## src/rtl/nand_seq_unit.sv

```systemverilog
// Time-multiplexed logic-function sequencer: evaluates NAND/AND/OR/NOT/XOR/XNOR
// on captured operands through one shared bitwise NAND, one micro-step per cycle.
module nand_seq_unit #(
    parameter int unsigned WIDTH = 8
) (
    input  logic             clk,
    input  logic             rst_n,
    input  logic             start,
    input  logic [2:0]       op,
    input  logic [WIDTH-1:0] a,
    input  logic [WIDTH-1:0] b,
    output logic             busy,
    output logic             done,
    output logic             err,
    output logic [WIDTH-1:0] result
);

    localparam int unsigned STEP_W = 3;
    localparam int unsigned OP_W   = 3;
    localparam logic [OP_W-1:0] OP_LAST_LEGAL = OP_W'(5);

    typedef enum logic {IDLE, EXEC} state_t;
    typedef enum logic [2:0] {SRC_A, SRC_B, SRC_T0, SRC_T1, SRC_T2, SRC_T3} src_t;
    typedef enum logic [2:0] {DST_T0, DST_T1, DST_T2, DST_T3, DST_RES} dst_t;

    state_t             state, state_nx;
    logic [STEP_W-1:0]  step, step_nx;
    logic [OP_W-1:0]    op_q, op_nx;
    logic [WIDTH-1:0]   a_q, a_nx, b_q, b_nx;
    logic [WIDTH-1:0]   t0, t1, t2, t3, t0_nx, t1_nx, t2_nx, t3_nx;
    logic [WIDTH-1:0]   result_nx;
    logic               busy_nx, done_nx, err_nx;

    src_t               sel_x, sel_z;
    dst_t               dst;
    logic [WIDTH-1:0]   x, z, y;

    // Micro-step schedule: operand sources and destination per (op, step)
    always_comb begin
        sel_x = SRC_A;
        sel_z = SRC_B;
        dst   = DST_RES;
        case (op_q)
            3'd1: case (step)
                3'd1:    begin sel_x = SRC_A;  sel_z = SRC_B;  dst = DST_T0;  end
                default: begin sel_x = SRC_T0; sel_z = SRC_T0; dst = DST_RES; end
            endcase
            3'd2: case (step)
                3'd1:    begin sel_x = SRC_A;  sel_z = SRC_A;  dst = DST_T0;  end
                3'd2:    begin sel_x = SRC_B;  sel_z = SRC_B;  dst = DST_T1;  end
                default: begin sel_x = SRC_T0; sel_z = SRC_T1; dst = DST_RES; end
            endcase
            3'd3: begin sel_x = SRC_A; sel_z = SRC_A; dst = DST_RES; end
            3'd4: case (step)
                3'd1:    begin sel_x = SRC_A;  sel_z = SRC_A;  dst = DST_T0;  end
                3'd2:    begin sel_x = SRC_B;  sel_z = SRC_B;  dst = DST_T1;  end
                3'd3:    begin sel_x = SRC_T0; sel_z = SRC_B;  dst = DST_T2;  end
                3'd4:    begin sel_x = SRC_A;  sel_z = SRC_T1; dst = DST_T3;  end
                default: begin sel_x = SRC_T2; sel_z = SRC_T3; dst = DST_RES; end
            endcase
            3'd5: case (step)
                3'd1:    begin sel_x = SRC_A;  sel_z = SRC_A;  dst = DST_T0;  end
                3'd2:    begin sel_x = SRC_B;  sel_z = SRC_B;  dst = DST_T1;  end
                3'd3:    begin sel_x = SRC_A;  sel_z = SRC_B;  dst = DST_T2;  end
                3'd4:    begin sel_x = SRC_T0; sel_z = SRC_T1; dst = DST_T3;  end
                default: begin sel_x = SRC_T2; sel_z = SRC_T3; dst = DST_RES; end
            endcase
            default: begin sel_x = SRC_A; sel_z = SRC_B; dst = DST_RES; end
        endcase
    end

    // Operand routing into the shared NAND unit
    always_comb begin
        case (sel_x)
            SRC_A:   x = a_q;
            SRC_B:   x = b_q;
            SRC_T0:  x = t0;
            SRC_T1:  x = t1;
            SRC_T2:  x = t2;
            default: x = t3;
        endcase
        case (sel_z)
            SRC_A:   z = a_q;
            SRC_B:   z = b_q;
            SRC_T0:  z = t0;
            SRC_T1:  z = t1;
            SRC_T2:  z = t2;
            default: z = t3;
        endcase
        y = ~(x & z);
    end

    // Next-state and next-output logic
    always_comb begin
        state_nx  = state;
        step_nx   = step;
        op_nx     = op_q;
        a_nx      = a_q;
        b_nx      = b_q;
        t0_nx     = t0;
        t1_nx     = t1;
        t2_nx     = t2;
        t3_nx     = t3;
        result_nx = result;
        busy_nx   = busy;
        done_nx   = 1'b0;
        err_nx    = 1'b0;
        case (state)
            IDLE: begin
                if (start) begin
                    a_nx    = a;
                    b_nx    = b;
                    op_nx   = op;
                    step_nx = STEP_W'(1);
                    if (op <= OP_LAST_LEGAL) begin
                        state_nx = EXEC;
                        busy_nx  = 1'b1;
                    end else begin
                        done_nx = 1'b1;
                        err_nx  = 1'b1;
                    end
                end
            end
            EXEC: begin
                case (dst)
                    DST_T0:  t0_nx = y;
                    DST_T1:  t1_nx = y;
                    DST_T2:  t2_nx = y;
                    DST_T3:  t3_nx = y;
                    default: result_nx = y;
                endcase
                if (dst == DST_RES) begin
                    done_nx  = 1'b1;
                    busy_nx  = 1'b0;
                    state_nx = IDLE;
                end else begin
                    step_nx = step + STEP_W'(1);
                end
            end
            default: begin
                state_nx = IDLE;
                busy_nx  = 1'b0;
            end
        endcase
    end

    always_ff @(posedge clk or negedge rst_n) begin
        if (!rst_n) begin
            state  <= IDLE;
            step   <= '0;
            op_q   <= '0;
            a_q    <= '0;
            b_q    <= '0;
            t0     <= '0;
            t1     <= '0;
            t2     <= '0;
            t3     <= '0;
            result <= '0;
            busy   <= 1'b0;
            done   <= 1'b0;
            err    <= 1'b0;
        end else begin
            state  <= state_nx;
            step   <= step_nx;
            op_q   <= op_nx;
            a_q    <= a_nx;
            b_q    <= b_nx;
            t0     <= t0_nx;
            t1     <= t1_nx;
            t2     <= t2_nx;
            t3     <= t3_nx;
            result <= result_nx;
            busy   <= busy_nx;
            done   <= done_nx;
            err    <= err_nx;
        end
    end

endmodule

```

## config.mk

```make
export PLATFORM = sky130hd
export DESIGN_NAME = nand_seq_unit
export DESIGN_NICKNAME = d
export VERILOG_FILES = /design/src/rtl/nand_seq_unit.sv
export SDC_FILE = /design/constraint.sdc
export NUM_CORES = 1
export LEC_CHECK = 0
export BUFFER_PORTS_ARGS = -buffer_cell sky130_fd_sc_hd__buf_2
export CAP_MARGIN = 10
export CORE_ASPECT_RATIO = 0.75
export CORE_MARGIN = 4
export CORE_UTILIZATION = 51
export CTS_CLUSTER_DIAMETER = 120
export DETAILED_ROUTE_END_ITERATION = 8
export PLACE_DENSITY_LB_ADDON = 0.05
export REMOVE_ABC_BUFFERS = 1
export SETUP_SLACK_MARGIN = 0.15
export SYNTH_ARGS = -nofsm -noshare
export SYNTH_HDL_FRONTEND = slang
export SYNTH_SLANG_ARGS = --single-unit
```

## constraint.sdc

```tcl
create_clock -name clk -period 4.3 [get_ports clk]
set_input_delay 0.43 -clock clk [delete_from_list [all_inputs] [get_ports clk]]
set_output_delay 0.43 -clock clk [all_outputs]
set_load 0.01 [all_outputs]
```

==> results of run 1 <==
worst max-delay path: cells and delay by family (launching register included):
family | cells | cell delay, ns
AOI/OAI and AO/OA | 4 | 1.16
buffers and inverters | 2 | 0.41
DFF | 1 | 0.57
adders and majority gates | 1 | 0.23
and+or+nand+nor | 2 | 0.81
cells in the mapped netlist, drive strengths merged, types with 2 or more instances:
cell / count
dfrtp: 66
nor2: 52
a21oi: 28
a31oi: 24
mux2: 19
buf: 17
and3: 12
o21ai: 12
nand2b: 10
nand2: 9
a21boi: 8
a221oi: 8
a222oi: 8
a22oi: 8
and4: 8
clkbuf: 6
ha: 5
inv: 4
nor3b: 4
xor2: 3
nand3: 2
nor2b: 2
o211a: 2
layer usage:
layer / global-route usage / vias to the layer above / share of wire
li1: - / 1303 / -
met2: 0.312 / 77 / 0.44
met1: 0.303 / 1280 / 0.50
met5: 0 / - / 0
met3: 0.0509 / 9 / 0.052
met4: 0.0677 / 0 / 0.0079
state kept, by name, summed over array words and instances, names as in the netlist:
| name | cells |
|---|---|
| b_q | 8 |
| busy | 1 |
| a_q | 8 |
| t1 | 8 |
| err | 1 |
| t3 | 8 |
| step | 3 |
| t0 | 8 |
| state | 1 |
| result | 8 |
| t2 | 8 |
| op_q | 3 |
| done | 1 |
logic make-up after synthesis:
kind of cell	share of synthesized area
xor gates and xnor gates	0.00962
muxes	0.0638
and+or+nand+nor	0.164
adders and majority gates	0.0178
DFF	0.470
buffers and inverters	0.0488
AOI/OAI and AO/OA	0.226
layout make-up:
class	count	area (sq um)	area share
Sequential cell	66	1650	0.426
Tap cell	81	101	0.0261
Timing Repair Buffer	41	228	0.0587
Inverter	4	15.0	0.00387
Multi-Input combinational cell	239	1690	0.436
Clock inverter	2	37.5	0.00967
Clock buffer	12	155	0.0400
worst min-delay path by stage:
stage	startpoint	endpoint	cells after the start
after global placement	busy	busy	2
after CTS	rst_n	err	1
after detailed placement	rst_n	err	1
final	rst_n	busy	1
after global routing	rst_n	err	1
after floorplan	rst_n	a_q[0]	0
placed cells by master, fill, tap and decap left out, drive strengths merged, types with 9 or more instances in the layout:
cell     n
nand2    9
o21ai   12
clkbuf  12
and3    12
a21oi   28
a31oi   24
nor2    52
buf     41
mux2    19
dfrtp   66
nand2b  10
metrics by stage:
step            util  hold WS [ns]  worst slack, ns
6_report       0.596        0.0982            0.960
5_1_grt        0.596         0.144            0.750
4_1_cts        0.596         0.112             1.05
3_5_place_dp   0.567         0.486             1.07
3_3_place_gp   0.567         0.473             1.23
2_1_floorplan      -         0.134             1.38
power by group through the flow:
| stage | clock, uW | sequential [uW] | combinational [uW] |
|---|---|---|---|
| finish | 518 | 1070 | 1540 |
| global route | 564 | 1110 | 1720 |
| CTS | 532 | 1070 | 1540 |
| detailed placement | 0 | 1080 | 1540 |
| global placement | 0 | 1070 | 1500 |
| floorplan | 0 | 1030 | 1140 |
==> run metrics, run 1 <==
status finished clean; VDD IR-drop max 0.000358 V; Setup crit end kind flip-flop; Yosys top cell area share 0.470; vias in the first global route 2,542; Primary FF master, synth dfrtp_1; logic gate share of total power 0.492; initial antenna violation count 0; slowest CP cell nor4bb_1; Fillers 557; RR Endpoint result[4]; GR Util All Layers 0.210; clk sink count 66; Design Area, Final 3880 sq um; placed insts 431; reg2reg path depth 9; Worst Hold Class input port to async pin; unrepaired setup endpoints after global routing false; area leader, netlist dfrtp_1; design internal power 1800 uW; Seq/Total Area, Yosys 0.470; Root Buffer clkbuf_8; Layout Cells excl Fill 445; Post-synth EDFFs 0; total of max-cap violations 0; Sw Share 0.423; CTS tree yes; IO buf count 32; Worst Path Max Fanout 12; Slew Limit Fails 0; first-pass GRT wire length 13,700 um; # setup viols final 0; # IOs 33; CP max stage delay 0.68 ns; Final Wtd Congestion 0.800; vias per cell 6.00; n_diodes 0; r2r setup slk 0.96 ns; Clock Path Buffers 2; Final ANT Viol Nets 0; Cell Area, Placed 3690 sq um; Syn Std Cell Area 3510 sq um; relative slew slack 0.381; Die Wd 104 um; Via Count 2,669; Final Hold Viols 0; Slew @ Worst Pin 0.929 ns; yosys warns 0; critical path data required time 4.49 ns; Die Ht 79.9 um; Layout Nets 388; crit share post-route 0.777; Final Critical Period 3.34 ns; Distinct cells, synth 47; post-synthesis sequential element count 66; drt drc 0; Pleak 0.00163 uW; setup TNS 0 ns; post-CTS sizing 0; Die Area 8290 sq um; setup bufs post-CTS 0; initial core utilization 0.540; Clock Latency Late Sink 0.34 ns; final wirelength 7930 um; clk_skew 0.0115 ns; Synth Instances 332; largest cells by area after synthesis dfrtp_1 47%, mux2_2 6.1%, nor2_1 5.5%; startpoint types flip-flop; Power Total 3130 uW; detailed router's first-iteration violation count 198; worst r2r src step[2]; critical path arrival 3.53 ns; GRT overflow 0; CTS H-tree depth 3; Post-CTS Hold Fix Bufs 0; Reg power frac 0.342; Detailed Routing Iterations Pass 1 5; Max Clock Freq 0.299 GHz; Clk pwr share 0.166; Clk pin slew, worst setup/hold paths 0.07 ns; core area 6510 sq um; synthesized area per cell 10.6 sq um; Num CTS Buffers 9; routed len/inst 17.8 um; CP Launch Point step[2]; Critical Setup Path Class flip-flop to flip-flop; row cnt 25; critical path endpoint result[4]; cells along the critical path inv_1 -> ha_1 -> nor2b_1 -> o21ai_1 -> nor4bb_1 -> buf_4 -> a222oi_1 -> a22oi_2 -> a31oi_1; layout cell share with drive strength beyond 1 0.264; pwr dens 806 nW/um^2; detailed-placement wirelength estimate 5500 um; Post-synth ARST share 1.00; Area Overhead vs Synth 10.5%; largest net degree at the start of global routing 40; switching power total 1320 uW
Power figures use the tool's default switching activity.
==> run 2, diff against run 1 <==
==> constraint.sdc (replaced) <==
create_clock -name clk -period 3.14 [get_ports clk]
set_input_delay 0.314 -clock clk [delete_from_list [all_inputs] [get_ports clk]]
set_output_delay 0.314 -clock clk [all_outputs]
set_load 0.01 [all_outputs]
==> run 2 against run 1 <==
Non-clock buffer count increased by 6; clock skew is 0.00080 ns lower; utilization up 0.58 points; final cell count up 1.6%; power is 39% higher; first-iteration DRC count increased by 23%; critical path depth fell by 1; flip-flop and latch count stayed put; fmax grew 22%; critical endpoint is now result[0]; largest cell class unchanged; highest routed layer unchanged.
==> run metrics, run 2 (synthesis results as in run 1) <==
status finished clean; detailed router's first-iteration violation count 244; Max Clock Freq 0.364 GHz; core area 6510 sq um; RR Endpoint result[0]; critical path data required time 3.31 ns; initial core utilization 0.540; n_diodes 0; VDD IR-drop max 0.000513 V; clk sink count 66; Die Ht 79.9 um; Worst Path Max Fanout 15; reg2reg path depth 8; Pleak 0.00166 uW; vias per cell 5.99; Clk pin slew, worst setup/hold paths 0.07 ns; Slew @ Worst Pin 0.898 ns; row cnt 25; total of max-cap violations 0; first-pass GRT wire length 13,700 um; clk_skew 0.0107 ns; Num CTS Buffers 9; most frequent cells in the layout 66 x dfrtp_1, 51 x nor2_1, 32 x buf_2, 27 x a21oi_1, 23 x a31oi_1; Final Critical Period 2.75 ns; setup TNS 0 ns; Final Wtd Congestion 0.810; Clock Latency Late Sink 0.33 ns; IO buf count 32; Setup crit end kind flip-flop; layout cell share with drive strength beyond 1 0.275; Clock Path Buffers 2; post-CTS sizing 0; Post-CTS Hold Fix Bufs 0; detailed-placement wirelength estimate 5690 um; vias in the first global route 2,628; Die Wd 104 um; drt drc 0; Die Area 8290 sq um; GRT overflow 0; crit share post-route 0.875; worst r2r src step[0]; most common cell after layout, fill and taps aside dfrtp_1; routed len/inst 18.3 um; critical path arrival 2.92 ns; # IOs 33; DR WL met3 551 um; unrepaired setup endpoints after global routing false; pwr dens 1110 nW/um^2; Worst Hold Class input port to async pin; startpoint types flip-flop; r2r setup slk 0.39 ns; final wirelength 8270 um; Critical Setup Path Class flip-flop to flip-flop; Root Buffer clkbuf_8; Area Overhead vs Synth 11.5%; setup bufs post-CTS 0; Final ANT Viol Nets 0; initial antenna violation count 0; Layout Nets 394; Via Count 2,709; Slew Limit Fails 0; CTS tree yes; Detailed Routing Iterations Pass 1 5; Core Util, Final 0.602; largest net degree at the start of global routing 33; DR WL met2 3670 um; M1 WL 4000 um; Final Hold Viols 0; CTS H-tree depth 3; relative slew slack 0.399; top routing layer in use met4; # setup viols final 0; GR Util All Layers 0.214
==> run 2: layout make-up <==
type                       count  area [sq um]
fill                         551          2590
multi-input combinational    239          1690
clock inverter                 3          40.0
inverter                       4          15.0
clock buffer                  12           145
sequential                    66          1650
timing repair buffer          47           273
tap                           81           101
==> run 2: worst max path at each step <==
stage                      to  depth (start not counted)    start  slack (ns)
CTS                 result[5]                          8  step[0]        0.46
finish              result[0]                          8  step[0]        0.39
detailed placement  result[0]                          8  step[0]        0.47
global placement    result[1]                          8  step[0]        0.52
floorplan           result[7]                          8  step[2]        0.22
global route            t2[0]                          8  step[0]        0.23
==> run 2: where the power goes <==
part / switching, uW / internal (uW) / total [uW]
Sequential: 277 / 1180 / 1460
Clock: 309 / 382 / 692
Combinational: 1270 / 930 / 2200
==> run 2: per-stage QoR <==
step                power, uW  instance area, sq um  hold WS (ns)  instances  setup slack [ns]
floorplan                2970                  3360        0.0184        309             0.216
global route             4680                  3920        0.0799        452             0.233
CTS                      4350                  3920        0.0447        452             0.455
finish                   4340                  3920        0.0299        452             0.393
global placement         3590                  3730         0.425        437             0.521
detailed placement       3650                  3730         0.411        437             0.470
==> run 2: worst max-delay path, cell delays in order, from the launching register on <==
cell	delay, ns
dfrtp_1	0.41
inv_1	0.10
ha_1	0.29
a21oi_2	0.22
o211ai_2	0.29
a211oi_4	0.61
a222oi_1	0.18
a22oi_2	0.34
a31oi_1	0.14
==> run 2: metal layers <==
layer,global-route usage,vias to the layer above
met5,0,-
met4,0.0651,0
met3,0.0525,6
met2,0.332,77
met1,0.298,1314
li1,-,1312
==> run 3, diff against run 2 <==
--- a/config.mk
+++ b/config.mk
@@ -5,6 +5,7 @@
 export SDC_FILE = /design/constraint.sdc
 export NUM_CORES = 1
 export LEC_CHECK = 0
+export ABC_AREA = 1
 export BUFFER_PORTS_ARGS = -buffer_cell sky130_fd_sc_hd__buf_2
 export CAP_MARGIN = 10
 export CORE_ASPECT_RATIO = 0.75
==> run 3 against run 2 <==
Clock power up 2%; wire length up 7.6%; largest power group unchanged; area after synthesis up 2.9%; design area up 3.8%.
==> run metrics, run 3 <==
detailed router's first-iteration violation count 186; Slew @ Worst Pin 0.821 ns; clk_skew 0.00751 ns; pwr dens 1070 nW/um^2; # setup viols final 0; Max Clock Freq 0.443 GHz; detailed-placement wirelength estimate 6580 um; largest family of logic cells by synthesized area simple AND/OR/NAND/NOR gates; Crit. path cell count 12; layout cell share with drive strength beyond 1 0.177; setup bufs post-CTS 0; Synth Area in Compound Gates 0.0152; Fillers 657; slowest CP cell dfrtp_1; Synth Instances 496; IO buf count 32; Die Ht 80.9 um; Pleak 0.00231 uW; Final Hold Viols 0; Post-Synth Simple-Gate Area 0.462; Buf/Inv on CP 3; Num CTS Buffers 9; Synth Area in Adders 0.0173; drt drc 0; most frequent cells in the layout 285 x nand2_1, 66 x dfrtp_1, 32 x nand3_1, 32 x buf_2, 25 x inv_1; post-synthesis sequential element count 66; CTS tree yes; largest cells by area after synthesis dfrtp_1 46%, nand2_1 30%, nand3_1 4.4%; GRT overflow 0; initial antenna violation count 0; synthesized area per cell 7.28 sq um; Post-CTS Hold Fix Bufs 0; CP top delay family simple AND/OR/NAND/NOR gates; Final Wtd Congestion 0.878; r2r setup slk 0.88 ns; most common cell after layout, fill and taps aside nand2_1; relative slew slack 0.452; Worst Path Max Fanout 10; initial core utilization 0.529; Primary FF master, synth dfrtp_1; Core Util, Final 0.595; Final Critical Period 2.26 ns; Slew Limit Fails 0; Final ANT Viol Nets 0; Cell Area, Placed 3870 sq um; Detailed Routing Iterations Pass 1 5; RR Endpoint result[1]; Root Buffer clkbuf_8; Clock Path Buffers 2; GR Util All Layers 0.230; total of max-cap violations 0; largest net degree at the start of global routing 67; final wirelength 8890 um; Syn Std Cell Area 3610 sq um; CTS H-tree depth 3; Clk pin slew, worst setup/hold paths 0.07 ns; n_diodes 0; # IOs 33; startpoint types flip-flop; row cnt 26; Post-synth ARST share 1.00; Clock Latency Late Sink 0.34 ns; xor and xnor fraction of the mapped netlist area 0; setup TNS 0 ns; vias in the first global route 3,198; most frequent CP cell nand2_1; clk sink count 66; post-CTS sizing 0; core area 6830 sq um; Design Area, Final 4070 sq um; post-synthesis mux area share 0; Critical Setup Path Class flip-flop to flip-flop; CP max stage delay 0.37 ns; synth cell count leaders 285 x nand2_1, 66 x dfrtp_1, 32 x nand3_1, 25 x inv_1, 16 x nor2_1; vias per cell 5.12; routed len/inst 14.2 um; crit share post-route 0.719; Layout Nets 564; Distinct cells, synth 26; critical path arrival 2.48 ns; Yosys top cell area share 0.457; VDD IR-drop max 0.000686 V; count leader, synth nand2_1; unrepaired setup endpoints after global routing false; Seq/Total Area, Yosys 0.457; critical path endpoint result[1]; Die Wd 105 um; Setup crit end kind flip-flop; cells along the critical path inv_1 -> ha_1 -> nand2_2 -> inv_1 -> a21oi_1 -> nand3_1 -> nand2_1 -> nor2_2 -> nor2_2 -> inv_2 -> nand2_1 -> nand2_1; critical path data required time 3.36 ns; first-pass GRT wire length 15,300 um; Post-synth EDFFs 0; worst r2r src step[0]; status finished clean; Via Count 3,206; Die Area 8510 sq um; Worst Hold Class input port to async pin; CP Launch Point step[0]; area leader, netlist dfrtp_1; Area Overhead vs Synth 12.5%; yosys warns 0; reg2reg path depth 12
-- run 3: kinds of logic (layout without fill, tap and decap cells) --
kind of cell,after synthesis,after routing
and+or+nand+nor,373,373
DFF,66,66
buffers and inverters,42,88
AOI/OAI and AO/OA,10,10
adders and majority gates,5,5
-- run 3: per-stage QoR --
| stage | instances | worst slack, ns | hold slack (ns) | total power (uW) |
|---|---|---|---|---|
| 2_1_floorplan | 490 | 1.24 | 0.0184 | 3030 |
| 5_1_grt | 626 | 0.685 | 0.153 | 4750 |
| 4_1_cts | 626 | 0.860 | 0.151 | 4360 |
| 3_3_place_gp | 610 | 0.978 | 0.452 | 3600 |
| 6_report | 626 | 0.883 | 0.149 | 4350 |
| 3_5_place_dp | 610 | 0.898 | 0.461 | 3640 |
-- run 3: worst min path at each step --
stage	to	slack [ns]	cells after the start
final	b_q[0]	0.15	2
after global routing	b_q[4]	0.15	3
after CTS	b_q[0]	0.15	3
after detailed placement	busy	0.46	2
after global placement	busy	0.45	2
after floorplan	a_q[0]	0.02	0
-- run 3: where the power goes --
| group | internal (uW) | switching (uW) |
|---|---|---|
| Clock | 386 | 321 |
| Sequential | 1210 | 293 |
| Combinational | 684 | 1460 |
-- run 3: final cells by class --
class                           instances  area (sq um)  share of cell area
Clock buffer                           11           141              0.0348
Clock inverter                          5          53.8              0.0132
Inverter                               36           138              0.0339
Multi-Input combinational cell        388          1790               0.439
Sequential cell                        66          1650               0.406
Tap cell                               84           105              0.0259
Timing Repair Buffer                   36           190              0.0468
-- run 3: routing by layer --
metal	global-route usage	share of wire	routed length, um	vias to the layer above
met2	0.368	0.45	4010	105
li1	-	-	-	1610
met5	0	0	0	-
met1	0.318	0.48	4230	1476
met3	0.0413	0.058	514	15
met4	0.0826	0.016	139	0
